<file path="config.mk">
export PLATFORM = sky130hd
export DESIGN_NAME = beat_period_meter_flat
export DESIGN_NICKNAME = d
export VERILOG_FILES = /design/src/rtl/beat_period_meter_if.sv /design/src/rtl/beat_period_meter.sv /design/src/flat_wrapper.sv
export SDC_FILE = /design/constraint.sdc
export NUM_CORES = 1
export LEC_CHECK = 0
export CORE_MARGIN = 1.5
export CORE_UTILIZATION = 50
export DETAILED_ROUTE_END_ITERATION = 7
export GPL_TIMING_DRIVEN = 0
export PLACE_DENSITY_LB_ADDON = 0.05
export SLEW_MARGIN = 25
export SYNTH_ARGS = -nofsm -noshare
export SYNTH_HDL_FRONTEND = slang
export SYNTH_SLANG_ARGS = --single-unit
export TNS_END_PERCENT = 30
</file>
<file path="constraint.sdc">
create_clock -name clk -period 3.8 [get_ports clk]
set_input_delay 0.57 -clock clk [delete_from_list [all_inputs] [get_ports clk]]
set_output_delay 0.57 -clock clk [all_outputs]
set_load 0.03 [all_outputs]
</file>
<file path="src/rtl/beat_period_meter_if.sv">
// rtl/beat_period_meter_if.sv - beat/tick inputs and period/average results of the beat period meter
//
// Purpose: groups the per-sample tick, the beat pulse and the measurement
// results into one bundle.
// Ports (master = stimulus side, slave = meter side):
//   count_en     master->slave  one-cycle pulse per audio sample
//   beat_in      master->slave  one-cycle pulse per beat
//   period       slave->master  sample count of the last completed interval
//   period_valid slave->master  one-cycle pulse when period updates
//   avg_period   slave->master  mean of the last four completed intervals
//   avg_valid    slave->master  one-cycle pulse when avg_period updates
//   timeout      slave->master  level, high while a beat is overdue
interface beat_period_meter_if #(
    parameter int SIGNAL_WIDTH = 16
);
    logic                    count_en;
    logic                    beat_in;
    logic [SIGNAL_WIDTH-1:0] period;
    logic                    period_valid;
    logic [SIGNAL_WIDTH-1:0] avg_period;
    logic                    avg_valid;
    logic                    timeout;

    modport master (
        output count_en, beat_in,
        input  period, period_valid, avg_period, avg_valid, timeout
    );

    modport slave (
        input  count_en, beat_in,
        output period, period_valid, avg_period, avg_valid, timeout
    );
endinterface

</file>
<file path="src/rtl/beat_period_meter.sv">
// rtl/beat_period_meter.sv - measures sample counts between beats and their 4-interval running mean
//
// Purpose: counts count_en ticks between consecutive beat_in pulses, reports
// each completed interval and, once four intervals are in history, their mean.
// A beat that does not arrive within TIMEOUT_COUNT ticks parks the meter in
// TIMEOUT until the next beat re-arms it.
// Ports:
//   clk    system clock, rising edge
//   reset  synchronous active-high reset
//   bus    beat_period_meter_if.slave (count_en, beat_in in;
//          period, period_valid, avg_period, avg_valid, timeout out)
module beat_period_meter #(
    parameter int          SIGNAL_WIDTH  = 16,
    parameter int unsigned TIMEOUT_COUNT = 'hFFFF
) (
    input  logic                clk,
    input  logic                reset,
    beat_period_meter_if.slave  bus
);
    localparam int W = SIGNAL_WIDTH;
    localparam logic [W:0] TIMEOUT_LIM = (W+1)'(TIMEOUT_COUNT);

    typedef enum logic [1:0] {
        S_IDLE    = 2'd0,
        S_MEASURE = 2'd1,
        S_TIMEOUT = 2'd2
    } state_t;

    state_t       state_q, state_d;
    logic [W-1:0] cnt_q, cnt_d;
    logic [W-1:0] hist_q [4];
    logic [W-1:0] hist_d [4];
    logic [2:0]   fill_q, fill_d;
    logic [W-1:0] period_q, period_d;
    logic         pv_q, pv_d;
    logic [W-1:0] avg_q, avg_d;
    logic         av_q, av_d;

    // One bit wider than the counter so the limit compare cannot wrap.
    logic [W:0]   cnt_inc;
    logic         hit_limit;
    logic [W+1:0] sum;

    assign cnt_inc   = {1'b0, cnt_q} + (W+1)'(bus.count_en);
    assign hit_limit = (cnt_inc >= TIMEOUT_LIM);
    assign sum       = (W+2)'(hist_q[0]) + (W+2)'(hist_q[1])
                     + (W+2)'(hist_q[2]) + (W+2)'(hist_q[3]);

    // State register
    always_ff @(posedge clk) begin
        if (reset) begin
            state_q <= S_IDLE;
        end else begin
            state_q <= state_d;
        end
    end

    // Next-state logic
    always_comb begin
        state_d = state_q;
        case (state_q)
            S_IDLE:    if (bus.beat_in) state_d = S_MEASURE;
            S_MEASURE: if (!bus.beat_in && hit_limit) state_d = S_TIMEOUT;
            S_TIMEOUT: if (bus.beat_in) state_d = S_MEASURE;
            default:   state_d = S_IDLE;
        endcase
    end

    // Output / datapath next values
    always_comb begin
        cnt_d    = cnt_q;
        hist_d   = hist_q;
        fill_d   = fill_q;
        period_d = period_q;
        pv_d     = 1'b0;
        avg_d    = avg_q;
        av_d     = 1'b0;
        case (state_q)
            S_IDLE: begin
                cnt_d = '0;
            end
            S_MEASURE: begin
                if (bus.beat_in) begin
                    // A tick landing on the beat cycle belongs to the closing interval.
                    period_d  = cnt_inc[W-1:0];
                    pv_d      = 1'b1;
                    cnt_d     = '0;
                    hist_d[0] = hist_q[1];
                    hist_d[1] = hist_q[2];
                    hist_d[2] = hist_q[3];
                    hist_d[3] = cnt_inc[W-1:0];
                    fill_d    = (fill_q == 3'd4) ? 3'd4 : fill_q + 3'd1;
                end else if (hit_limit) begin
                    cnt_d = TIMEOUT_LIM[W-1:0];
                end else begin
                    cnt_d = cnt_inc[W-1:0];
                end
            end
            S_TIMEOUT: begin
                // Counter stays saturated; a beat only re-arms.
                fill_d = 3'd0;
                if (bus.beat_in) cnt_d = '0;
            end
            default: cnt_d = '0;
        endcase
        // History registers already hold the new period when pv_q is high.
        if (pv_q && fill_q == 3'd4) begin
            av_d  = 1'b1;
            avg_d = sum[W+1:2];
        end
    end

    always_ff @(posedge clk) begin
        if (reset) begin
            cnt_q    <= '0;
            for (int i = 0; i < 4; i++) hist_q[i] <= '0;
            fill_q   <= 3'd0;
            period_q <= '0;
            pv_q     <= 1'b0;
            avg_q    <= '0;
            av_q     <= 1'b0;
        end else begin
            cnt_q    <= cnt_d;
            for (int i = 0; i < 4; i++) hist_q[i] <= hist_d[i];
            fill_q   <= fill_d;
            period_q <= period_d;
            pv_q     <= pv_d;
            avg_q    <= avg_d;
            av_q     <= av_d;
        end
    end

    assign bus.period       = period_q;
    assign bus.period_valid = pv_q;
    assign bus.avg_period   = avg_q;
    assign bus.avg_valid    = av_q;
    assign bus.timeout      = (state_q == S_TIMEOUT);
endmodule

</file>
<file path="src/flat_wrapper.sv">
// flat-port wrapper written by rule: the top's interface ports become plain ports
module beat_period_meter_flat 
#(
    parameter int          SIGNAL_WIDTH  = 16,
    parameter int unsigned TIMEOUT_COUNT = 'hFFFF
)
  (clk, reset, bus_count_en, bus_beat_in, bus_period, bus_period_valid, bus_avg_period, bus_avg_valid, bus_timeout);
  beat_period_meter_if #(.SIGNAL_WIDTH(SIGNAL_WIDTH)) bus_i ();
  input  logic clk;
  input  logic reset;
  input wire logic [$bits(bus_i.count_en)-1:0] bus_count_en;
  input wire logic [$bits(bus_i.beat_in)-1:0] bus_beat_in;
  output wire logic [$bits(bus_i.period)-1:0] bus_period;
  output wire logic [$bits(bus_i.period_valid)-1:0] bus_period_valid;
  output wire logic [$bits(bus_i.avg_period)-1:0] bus_avg_period;
  output wire logic [$bits(bus_i.avg_valid)-1:0] bus_avg_valid;
  output wire logic [$bits(bus_i.timeout)-1:0] bus_timeout;
  assign bus_i.count_en = bus_count_en;
  assign bus_i.beat_in = bus_beat_in;
  assign bus_period = bus_i.period;
  assign bus_period_valid = bus_i.period_valid;
  assign bus_avg_period = bus_i.avg_period;
  assign bus_avg_valid = bus_i.avg_valid;
  assign bus_timeout = bus_i.timeout;
  beat_period_meter #(.SIGNAL_WIDTH(SIGNAL_WIDTH), .TIMEOUT_COUNT(TIMEOUT_COUNT)) u_core (.clk(clk), .reset(reset), .bus(bus_i));
endmodule
</file>
# [Word-level counts from Yosys, hierarchy flattened]
# Cells that the tools add are included.
[op_classes] bitwise_logic=1 n_reduce_logical=10 n_addsub=5 eq_ne=7 order_cmp=1 muxes=12
[op_table] operator="2-to-1 mux 16 bit" n=3
[op_table] operator="adder 18 x 16 -> 18 bit" n=2
[op_table] operator="case mux 16 bit (2 select lines)" n=1
[op_table] operator="adder 16 x 1 -> 17 bit" n=1
[op_table] operator="adder 16 x 16 -> 17 bit" n=1
[op_table] operator=">= comparator 17 x 16 -> 1 bit, second input constant" n=1
[op_table] operator="2-to-1 mux 3 bit" n=2
[op_table] operator="case mux 3 bit (2 select lines)" n=1
[op_table] operator="AND reduction 2 bit" n=3
[op_table] operator="2-to-1 mux 2 bit" n=2
[op_table] operator="!= test 2 x 1 -> 1 bit, second input constant" n=2
[op_table] operator="!= test 2 bit, second input constant" n=2
[op_table] operator="case mux 2 bit (2 select lines)" n=1
[op_table] operator="OR reduction 2 bit" n=2
[op_table] operator="adder 3 x 1 -> 3 bit, second input constant" n=1
[op_table] operator="equality test 3 bit, second input constant" n=1
[op_table] operator="equality test 2 x 1 -> 1 bit, second input constant" n=1
[op_table] operator="equality test 2 bit, second input constant" n=1
[op_table] operator="logical AND 1 bit" n=2
[op_table] operator="zero test 2 bit" n=1
[op_table] operator="2-to-1 mux 1 bit" n=2
[op_table] operator="nonzero test 2 bit" n=1
[op_table] operator="zero test 1 bit" n=1
[op_table] operator="inverter 1 bit" n=1
[word_totals] inputBits=4 regBits=103 elab_cells=46 out_inout_bits=35

# [Depth between registers and ports, before layout]
# Gate-level depths: netlist of the first run.
[depth] depth_word=5 mapped_depth=20 ltp_nobuf=20

# [Worst setup path after synthesis of the first run]
# No wires, ideal clock.
[synth_timing] path_kind="reg-to-reg" startpoint="register u_core.hist_q[32] (netlist name)" endpoint="register u_core.avg_q[13], in the netlist u_core.bus.avg_period[13]" path_buffers=0 synth_period_minus_slack_ns=3.983 path_stages_with_launch=20 slack_ns=-0.183 setup_time_ns=0.132 t_required_ns=3.668 t_arrival_ns=3.851 path_cell_list="dfxtp_1 -> ha_1 -> inv_1 -> fa_1 -> nor2b_1 -> nor3_1 -> o21bai_1 -> o2111ai_1 -> nor2b_1 -> xor2_1 -> fa_1 -> inv_1 -> ha_1 -> a21o_1 -> a221o_1 -> a21oi_1 -> o21ai_0 -> o31ai_1 -> xor2_1 -> a21oi_1"
[synth_between] elab_chain_len=3
[synth_rtl] item="from (decl)" line="beat_period_meter.sv:31" rtl="logic [W-1:0] hist_q [4];"
[synth_rtl] item="adder 16 x 16 -> 17 bit" line="beat_period_meter.sv:46" rtl="assign sum = (W+2)'(hist_q[0]) + (W+2)'(hist_q[1])"
[synth_rtl] item="adder 18 x 16 -> 18 bit (2 in series)" line="beat_period_meter.sv:47" rtl="+ (W+2)'(hist_q[2]) + (W+2)'(hist_q[3]);"
[synth_rtl] item="to (signal assigned)" line="beat_period_meter.sv:128" rtl="avg_q <= avg_d;"
[synth_rtl] item="to (decl)" line="beat_period_meter.sv:36" rtl="logic [W-1:0] avg_q, avg_d;"
# No other way between the ends.
# A chain may end at the register's enable or synchronous reset.

# [Worst setup path after layout of the first run]
# Same ends and word-level chain as after synthesis.

==> impl_metrics.ini, run 1 <==
[detailed_routing]
first_pass_iters = 5
dr_wl_met3_um = 770
wl_met1_mm = 8.01
wl_per_cell_um = 17.1
routed-wl-met2_mm = 8.67
drtAntennaViolNets = 0
initialDrtViolationCount = 300
viasPerCell = 5.57
vias = 5803
drcViolationCount = 0
highest_layer = met4
routed_wl_mm = 17.9

[synthesis]
synth_area_sq_um = 6360
synth_cell_types = 66
syn-instance-count = 808
synth_flop_cell = dfxtp_1
yosys_warnings = 0
ys_seq_area_share_pct = 32.4
synth_enable_flop_cells = 0
ys_ff_latch = 103
syn_area_per_cell_sq_um = 7.87
syn-num-nets = 865
async_flop_share_pct = 0

[layout]
area_delta_synth_final_pct = 19.6
fin_util_pct = 60.7
layout.cells.non_filler = 1042
fillCellCount = 1198
multiInputGateArea_sq_um = 3950
seqCellArea_sq_um = 2070
drive_above_1_share_pct = 13.2
antenna_cells = 0
finalNetCount = 922

[global_route]
first_global_vias = 5535
grt_usage_pct = 28.0
grt_max_degree = 18
grt_first_pass_wirelength_mm = 28.6
grt_antenna_before_repair = 0
gr-total-overflow = 0

[clocking]
clk_pin_slew_worst_paths_ps = 70
cts_root_buf = clkbuf_16
cts-buffers-inserted = 9
cts_tree = built
clock_path_buffers = 2
cts_hold_buffers = 0
worstSkewPairLatency_ps = 360
cts.sinks = 103
htree_num_levels = 3

[pwr]
power.leakage_nw = 2.84
seqPwrFrac_pct = 48.2
p_per_area_nw_per_um2 = 303
switchingPower_mw = 0.598
p_clk_share_pct = 42.3
ir_worst_vdd_uv = 305
cellInternalPower_mw = 1.71
p_sw_share_pct = 26.0
combPwrFrac_pct = 9.5

[floorplan]
rows = 41
core-area_sq_um = 12500
die_y_um = 116
die_w_um = 116
io_pins = 39
dieArea_sq_um = 13400
initial_utilization_pct = 50.8

[sta]
clock_skew_ps = 7.80
max_freq_mhz = 248
finalCritPeriodShare_pct = 106
tightest_slew_ps = 838
period_needed_ps = 4030
rsz0062_at_grt = true
max-slew-margin-rel_pct = 44.2
finalMaxSlewViolations = 0
fin_ws_ps = -232
finalSetupViolations = 6
finalHoldViolations = 0

[critical_path]
critical_path.startpoint_type = flip-flop
end_kind = flip-flop
required_ps = 4030
crit_type = reg -> reg
slowest_stage = fa_1
slowest_delay_ps = 500
cp_cell_sequence = ha_4 -> inv_2 -> fa_2 -> nor2b_2 -> nor3_2 -> o21bai_2 -> o2111ai_2 -> nor2b_4 -> xor2_2 -> fa_1 -> inv_2 -> ha_4 -> a21o_1 -> a221o_1 -> a21oi_2 -> o21ai_2 -> o31ai_2 -> xor2_1 -> a21oi_1
worst_ep_arrival_time_ps = 4260
crit_fanout = 3

[flow_run]
max_cap_violations = 0

[place]
place.gp.congestion = 0.862
hpwlAfterDp_mm = 13.3
dp_cells = 1017
io_buffer_count = 37

[outcome]
status = complete, but fails checks
violations = negative setup slack

[worst_hold_path]
hold_path_class = reg -> reg
-- flip-flops by register name, indices dropped and copies added (netlist names) --
name / flops
u_core.bus.avg_period: 16
u_core.fill_q: 3
u_core.bus.avg_valid: 1
u_core.cnt_q: 16
u_core.bus.period_valid: 1
u_core.hist_q: 48
u_core.bus.period: 16
u_core.state_q: 2
-- cells in the mapped netlist (5+ instances only) --
library cell / instances / area, sq um
inv_1: 73 / 274
a21oi_1: 113 / 566
nand2b_1: 5 / 31.3
o21ai_0: 30 / 150
buf_4: 16 / 120
a21o_1: 8 / 60.1
nor3_1: 18 / 90.1
buf_1: 5 / 18.8
a31oi_1: 10 / 62.6
dfxtp_1: 103 / 2060
xnor2_1: 19 / 166
nand3_1: 10 / 50.1
clkbuf_1: 32 / 120
nor2b_1: 5 / 31.3
a211oi_1: 22 / 165
nand2_1: 147 / 552
xor2_1: 15 / 131
o21bai_1: 5 / 37.5
ha_1: 36 / 450
and3_1: 7 / 43.8
nor2_1: 32 / 120
fa_1: 17 / 340
-- path summary, 6_finish.rpt --
path,start,endpoint,slack [ps],cells past startpoint
worst min register to register,u_core.bus.avg_period[6],u_core.bus.avg_period[6],450,2
worst max-delay path,u_core.hist_q[32],u_core.bus.avg_period[13],-230,19
worst min-delay path,u_core.bus.avg_period[6],u_core.bus.avg_period[6],450,2
worst max register to register,u_core.hist_q[32],u_core.bus.avg_period[13],-230,19
-- logic make-up after synthesis --
logic type | share of synthesized area (%)
simple gates | 19.6
compound gates | 21.0
buf+inv | 9.76
flops | 32.4
fa+ha+maj | 12.4
xor+xnor | 4.68
mux | 0.157
-- cell usage in the layout, fill, tap and decap left out, types with 9 or more instances in the layout --
cell type	count
nor3_1	17
o21ai_0	24
ha_4	9
a211oi_1	20
clkdlybuf4s50_1	37
fa_1	15
dfxtp_1	98
inv_1	68
nand3_1	10
nand2_1	147
clkbuf_16	9
nor2_1	32
xnor2_1	18
buf_4	25
clkbuf_1	33
xor2_1	13
ha_1	27
a21oi_1	107
-- final cells by class --
cell class	instances	share of cell area (%)
plain buffers	62	4.56
flip-flops and latches	103	27.2
multi-input cells	570	52.0
inverters	73	3.60
repair buffers	46	5.76
well taps	172	2.83
clock buffers	11	3.19
clock inverters	5	0.839
-- worst max-delay path: cells and delay by family, from the launching register on --
kind | cells | cell delay (ps)
adder cells (fa/ha/maj) | 4 | 1240
buffers and inverters | 2 | 90
XOR/XNOR | 2 | 350
AND/OR/NAND/NOR | 3 | 380
AO/OA/AOI/OAI | 8 | 1490
flip-flops | 1 | 370
-- power by group through the flow --
stage	Combinational [mW]	Sequential (mW)	Clock, mW
CTS	0.213	1.11	0.995
global route	0.239	1.11	1.04
floorplan	0.140	1.13	0
global placement	0.203	1.14	0
detailed placement	0.208	1.14	0
finish	0.219	1.11	0.974
-- timing repair --
item / CTS / global route
setup buffers: 9 / 0
cloned: 0 / 0
gates resized for setup: 33 / 19
pin swaps: 25 / 3
hold endpoints to repair: 0 / 0
endpoints found under the setup margin: 7 / 9
-- layer usage --
| metal | vias up | global-route usage, % |
|---|---|---|
| met5 | - | 0 |
| met4 | 0 | 8.46 |
| met2 | 145 | 46.9 |
| met3 | 33 | 5.49 |
| met1 | 2791 | 36.7 |
| li1 | 2834 | - |
-- through the flow --
stage	setup TNS (ps)	power (mW)	worst slack, ps	area (sq um)	hold WS, ps
detailed placement	-3260	1.34	-690	6980	444
finish	-820	2.30	-232	7600	450
floorplan	0	1.27	5.68	6390	440
CTS	-545	2.32	-143	7520	452
global placement	-2450	1.34	-575	6980	438
global route	-1800	2.39	-387	7600	474
(Power assumes the default switching activity.)
==> run 2: changes to the inputs <==
--- a/config.mk
+++ b/config.mk
@@ -5,11 +5,13 @@
 export SDC_FILE = /design/constraint.sdc
 export NUM_CORES = 1
 export LEC_CHECK = 0
+export CORE_ASPECT_RATIO = 1.4
 export CORE_MARGIN = 1.5
 export CORE_UTILIZATION = 50
 export DETAILED_ROUTE_END_ITERATION = 7
 export GPL_TIMING_DRIVEN = 0
 export PLACE_DENSITY_LB_ADDON = 0.05
+export RECOVER_POWER = 50
 export SLEW_MARGIN = 25
 export SYNTH_ARGS = -nofsm -noshare
 export SYNTH_HDL_FRONTEND = slang
==> impl_metrics.ini, run 2 (synthesis gave the netlist of run 1 again) <==
[floorplan]
dieArea_sq_um = 13400
die_w_um = 98.3
core-area_sq_um = 12400
initial_utilization_pct = 51.4
die_y_um = 136
rows = 48
io_pins = 39

[global_route]
grt_max_degree = 17
gr-total-overflow = 0
grt_antenna_before_repair = 0
grt_first_pass_wirelength_mm = 27.3
grt_usage_pct = 25.9
first_global_vias = 5581

[critical_path]
end_kind = flip-flop
crit_type = reg -> reg
critical_path.startpoint_type = flip-flop
required_ps = 4020
worst_ep_arrival_time_ps = 4250
crit_fanout = 5

[detailed_routing]
wl_per_cell_um = 16.9
viasPerCell = 5.69
initialDrtViolationCount = 290
drcViolationCount = 0
routed_wl_mm = 17.2
drtAntennaViolNets = 0
first_pass_iters = 5
vias = 5796

[pwr]
p_per_area_nw_per_um2 = 297
power.leakage_nw = 2.94
ir_worst_vdd_uv = 210

[layout]
fin_area_sq_um = 7480
drive_above_1_share_pct = 12.0
finalNetCount = 922
antenna_cells = 0
final_common_cell = nand2_1
area_delta_synth_final_pct = 17.7
layout_common_cells = nand2_1 (147), a21oi_1 (110), dfxtp_1 (98)
fillCellCount = 1184
largest_register_ff_count = 48
largest-register = u_core.hist_q
seqCellArea_sq_um = 2070
multiInputGateArea_sq_um = 3890
fin_util_pct = 60.5

[clocking]
clock_path_buffers = 2
cts_hold_buffers = 0
worstSkewPairLatency_ps = 350
cts.sinks = 103
clk_pin_slew_worst_paths_ps = 70
htree_num_levels = 3
cts_tree = built
cts-buffers-inserted = 9
cts_root_buf = clkbuf_16

[place]
io_buffer_count = 37
post_dp_cell_area_sq_um = 6950
place.gp.congestion = 0.918
hpwlAfterDp_mm = 13.3

[worst_hold_path]
hold_path_class = reg -> reg

[sta]
setup_tns_ps = -801
finalHoldViolations = 0
tightest_slew_ps = 722
max_freq_mhz = 248
fin_ws_ps = -234
finalMaxSlewViolations = 0
max-slew-margin-rel_pct = 51.9
period_needed_ps = 4030
rsz0062_at_grt = true
finalSetupViolations = 6
finalCritPeriodShare_pct = 106
worst_hold_slack_ps = 450
clock_skew_ps = 9.30

[flow_run]
max_cap_violations = 0

[outcome]
status = complete, but fails checks
violations = negative setup slack
## run 2: cell count changes in the layout (fill, tap and decap cells not counted), moves of 3 or more
cell	before	now
a21oi_1	107	110
a21oi_2	6	3
clkdlybuf4s50_1	37	2
dlygate4sd3_1	0	35
ha_1	27	31
ha_4	9	5
## run 2: final timing paths
check / startpoint / end / slack (ps) / cells past startpoint
worst max register to register: u_core.hist_q[39] / u_core.bus.avg_period[13] / -230 / 16
worst max-delay path: u_core.hist_q[39] / u_core.bus.avg_period[13] / -230 / 16
worst min-delay path: u_core.bus.avg_period[2] / u_core.bus.avg_period[2] / 450 / 2
worst min register to register: u_core.bus.avg_period[2] / u_core.bus.avg_period[2] / 450 / 2
## run 2: worst max-delay path, stage by stage, from the launching register on
cell and delay [ps]:
dfxtp_1 340, ha_1 360, and3_1 240, a21o_1 180, a211oi_1 290, o21ai_2 140
xnor2_2 250, fa_1 440, inv_1 100, ha_4 220, and3_4 190, a221o_1 330
a21oi_2 160, o21ai_2 100, o31ai_4 270, xor2_1 210, a21oi_1 90
## run 2: per-layer routing
metal	routed length [um]	part of all wire [%]	GRT usage, %
met1	6930	40	29.0
met2	9040	53	47.8
met3	583	3.4	3.65
met4	651	3.8	12.1
met5	0	0	0
## run 2: layout make-up
class | instances | share of cell area (%)
clock inverters | 4 | 0.368
well taps | 150 | 2.51
flip-flops and latches | 103 | 27.6
clock buffers | 11 | 3.38
inverters | 73 | 3.66
repair buffers | 46 | 5.85
plain buffers | 62 | 4.63
multi-input cells | 570 | 52.0
## run 2: report_power, final
group	leakage (nW)	internal (mW)	total [mW]	switching, mW
sequential	0.835	1.09	1.11	0.0186
combinational	1.97	0.0725	0.213	0.141
clock	0.142	0.480	0.900	0.420
total	2.94	1.65	2.23	0.579
## run 2: through the flow
| step | setup slack (ps) | power [mW] | cells |
|---|---|---|---|
| 4_1_cts | -246 | 2.24 | 1015 |
| 6_report | -234 | 2.23 | 1019 |
| 2_1_floorplan | 5.68 | 1.27 | 808 |
| 3_3_place_gp | -458 | 1.34 | 995 |
| 3_5_place_dp | -592 | 1.34 | 995 |
| 5_1_grt | -454 | 2.30 | 1019 |
## run 2: timing repair
| item | CTS | global route |
|---|---|---|
| endpoints found under the hold margin | 0 | 0 |
| pin swaps | 20 | 11 |
| gates resized for setup | 21 | 16 |
| buffers inserted | 5 | 4 |
| setup endpoints to repair | 6 | 8 |
==> run 3: changes to the inputs <==
==> constraint.sdc (replaced) <==
create_clock -name clk -period 5.13 [get_ports clk]
set_input_delay 0.7695 -clock clk [delete_from_list [all_inputs] [get_ports clk]]
set_output_delay 0.7695 -clock clk [all_outputs]
set_load 0.03 [all_outputs]
==> impl_metrics.ini, run 3 (synthesis gave the netlist of run 1 again) <==
[detailed_routing]
wl_per_cell_um = 16.5
vias = 5659
drtAntennaViolNets = 0
routed_wl_mm = 16.6
first_pass_iters = 5
viasPerCell = 5.60
drcViolationCount = 0
initialDrtViolationCount = 210

[critical_path]
crit_fanout = 5
slowest_delay_ps = 510
timing.rr.start = u_core.hist_q[32]
end_kind = flip-flop
endpoint = u_core.bus.avg_period[13]
required_ps = 5360
crit_type = reg -> reg
r2r_slack_ps = 620
critical_path.startpoint_type = flip-flop
slowest_stage = fa_1
r2r_cells = 19
crit_start = u_core.hist_q[32]
cp_cell_sequence = ha_1 -> inv_1 -> fa_1 -> nor2b_1 -> nor3_1 -> o21bai_1 -> o2111ai_1 -> nor2b_1 -> xor2_1 -> fa_1 -> inv_1 -> ha_1 -> a21o_1 -> a221o_1 -> a21oi_1 -> o21ai_0 -> o31ai_1 -> xor2_1 -> a21oi_1
worst_ep_arrival_time_ps = 4740
timing.rr.end = u_core.bus.avg_period[13]

[floorplan]
die_y_um = 136
die_w_um = 98.3
rows = 48
dieArea_sq_um = 13400
core-area_sq_um = 12400
initial_utilization_pct = 51.4
io_pins = 39

[global_route]
grt_max_degree = 18
grt_first_pass_wirelength_mm = 27.1
gr-total-overflow = 0
grt_antenna_before_repair = 0
grt_usage_pct = 25.6
first_global_vias = 5489

[clocking]
post_cts_buffers = 0
worstSkewPairLatency_ps = 350
cts_tree = built
post_cts_resized = 0
cts.sinks = 103
clk_pin_slew_worst_paths_ps = 70
clock_path_buffers = 2
htree_num_levels = 3
cts-buffers-inserted = 9
cts_root_buf = clkbuf_16
cts_hold_buffers = 0

[layout]
antenna_cells = 0
fin_util_pct = 58.7
area_delta_synth_final_pct = 14.2
finalNetCount = 913
layout_common_cells = nand2_1 (147), a21oi_1 (113), dfxtp_1 (103)
largest-register = u_core.hist_q
largest_register_ff_count = 48
fillCellCount = 1191
drive_above_1_share_pct = 6.85
final_common_cell = nand2_1
layout.cells.non_filler = 1011
multiInputGateArea_sq_um = 3680
seqCellArea_sq_um = 2060

[worst_hold_path]
hold_path_class = reg -> reg

[pwr]
power.leakage_nw = 2.92
p_per_area_nw_per_um2 = 244
ir_worst_vdd_uv = 209

[place]
place.gp.congestion = 0.920
hpwlAfterDp_mm = 13.2
io_buffer_count = 37
dp_cells = 995

[sta]
finalCritPeriodShare_pct = 87.9
rsz0062_at_grt = false
worst_hold_slack_ps = 452
period_needed_ps = 4510
setup_tns_ps = 0
clock_skew_ps = 8.21
finalMaxSlewViolations = 0
finalSetupViolations = 0
max-slew-margin-rel_pct = 47.6
max_freq_mhz = 222
finalHoldViolations = 0
tightest_slew_ps = 785

[outcome]
status = finished, final reports clean

[flow_run]
max_cap_violations = 0
-- run 3: cell count changes in the layout (fill, tap and decap cells not counted), moves of 4 or more --
cell	change
buf_4	-9
dfxtp_1	+5
o21ai_0	+4
ha_4	-5
dfxtp_2	-5
ha_1	+5
-- run 3: worst min path at each step --
stage	startpoint	to	cells after the start
final	u_core.bus.avg_period[4]	u_core.bus.avg_period[4]	2
after global routing	u_core.hist_q[58]	u_core.hist_q[58]	2
after CTS	u_core.bus.avg_period[5]	u_core.bus.avg_period[5]	2
after detailed placement	u_core.bus.avg_period[5]	u_core.bus.avg_period[5]	2
after global placement	u_core.bus.avg_period[10]	u_core.bus.avg_period[10]	2
after floorplan	u_core.hist_q[48]	u_core.hist_q[48]	2
-- run 3: power by group --
group	internal (mW)	switching [mW]	total (mW)
registers	0.810	0.0137	0.823
clock network	0.479	0.319	0.798
logic	0.0498	0.100	0.150
-- run 3: layer usage --
metal | share of wire [%] | up-vias | track usage (%)
met1 | 41 | 2681 | 29.4
met4 | 3.6 | 0 | 11.3
met3 | 3.4 | 37 | 3.96
met5 | 0 | - | 0
met2 | 52 | 111 | 46.6
li1 | - | 2830 | -
-- run 3: layout make-up --
class                      count  area share, %
clock buffer                   9           3.10
inverter                      73           3.77
multi-input combinational    570           50.7
timing repair buffer          37           5.10
buffer                        62           4.77
tap                          150           2.58
clock inverter                 7           1.62
sequential                   103           28.4
-- run 3: critical path: cells and delay by family (launching register included) --
| kind | cells | cell delay, ps |
|---|---|---|
| AOI/OAI and AO/OA | 8 | 1650 |
| xor gates and xnor gates | 2 | 380 |
| adders and majority gates | 4 | 1480 |
| buffers and inverters | 2 | 110 |
| DFF | 1 | 350 |
| and+or+nand+nor | 3 | 410 |
-- run 3: metrics by stage --
| stage | area (sq um) | power (mW) | worst slack (ps) |
|---|---|---|---|
| 2_1_floorplan | 6360 | 0.939 | 1150 |
| 3_3_place_gp | 6920 | 0.991 | 735 |
| 3_5_place_dp | 6920 | 0.994 | 655 |
| 4_1_cts | 7260 | 1.79 | 629 |
| 5_1_grt | 7260 | 1.83 | 304 |
| 6_report | 7260 | 1.77 | 619 |
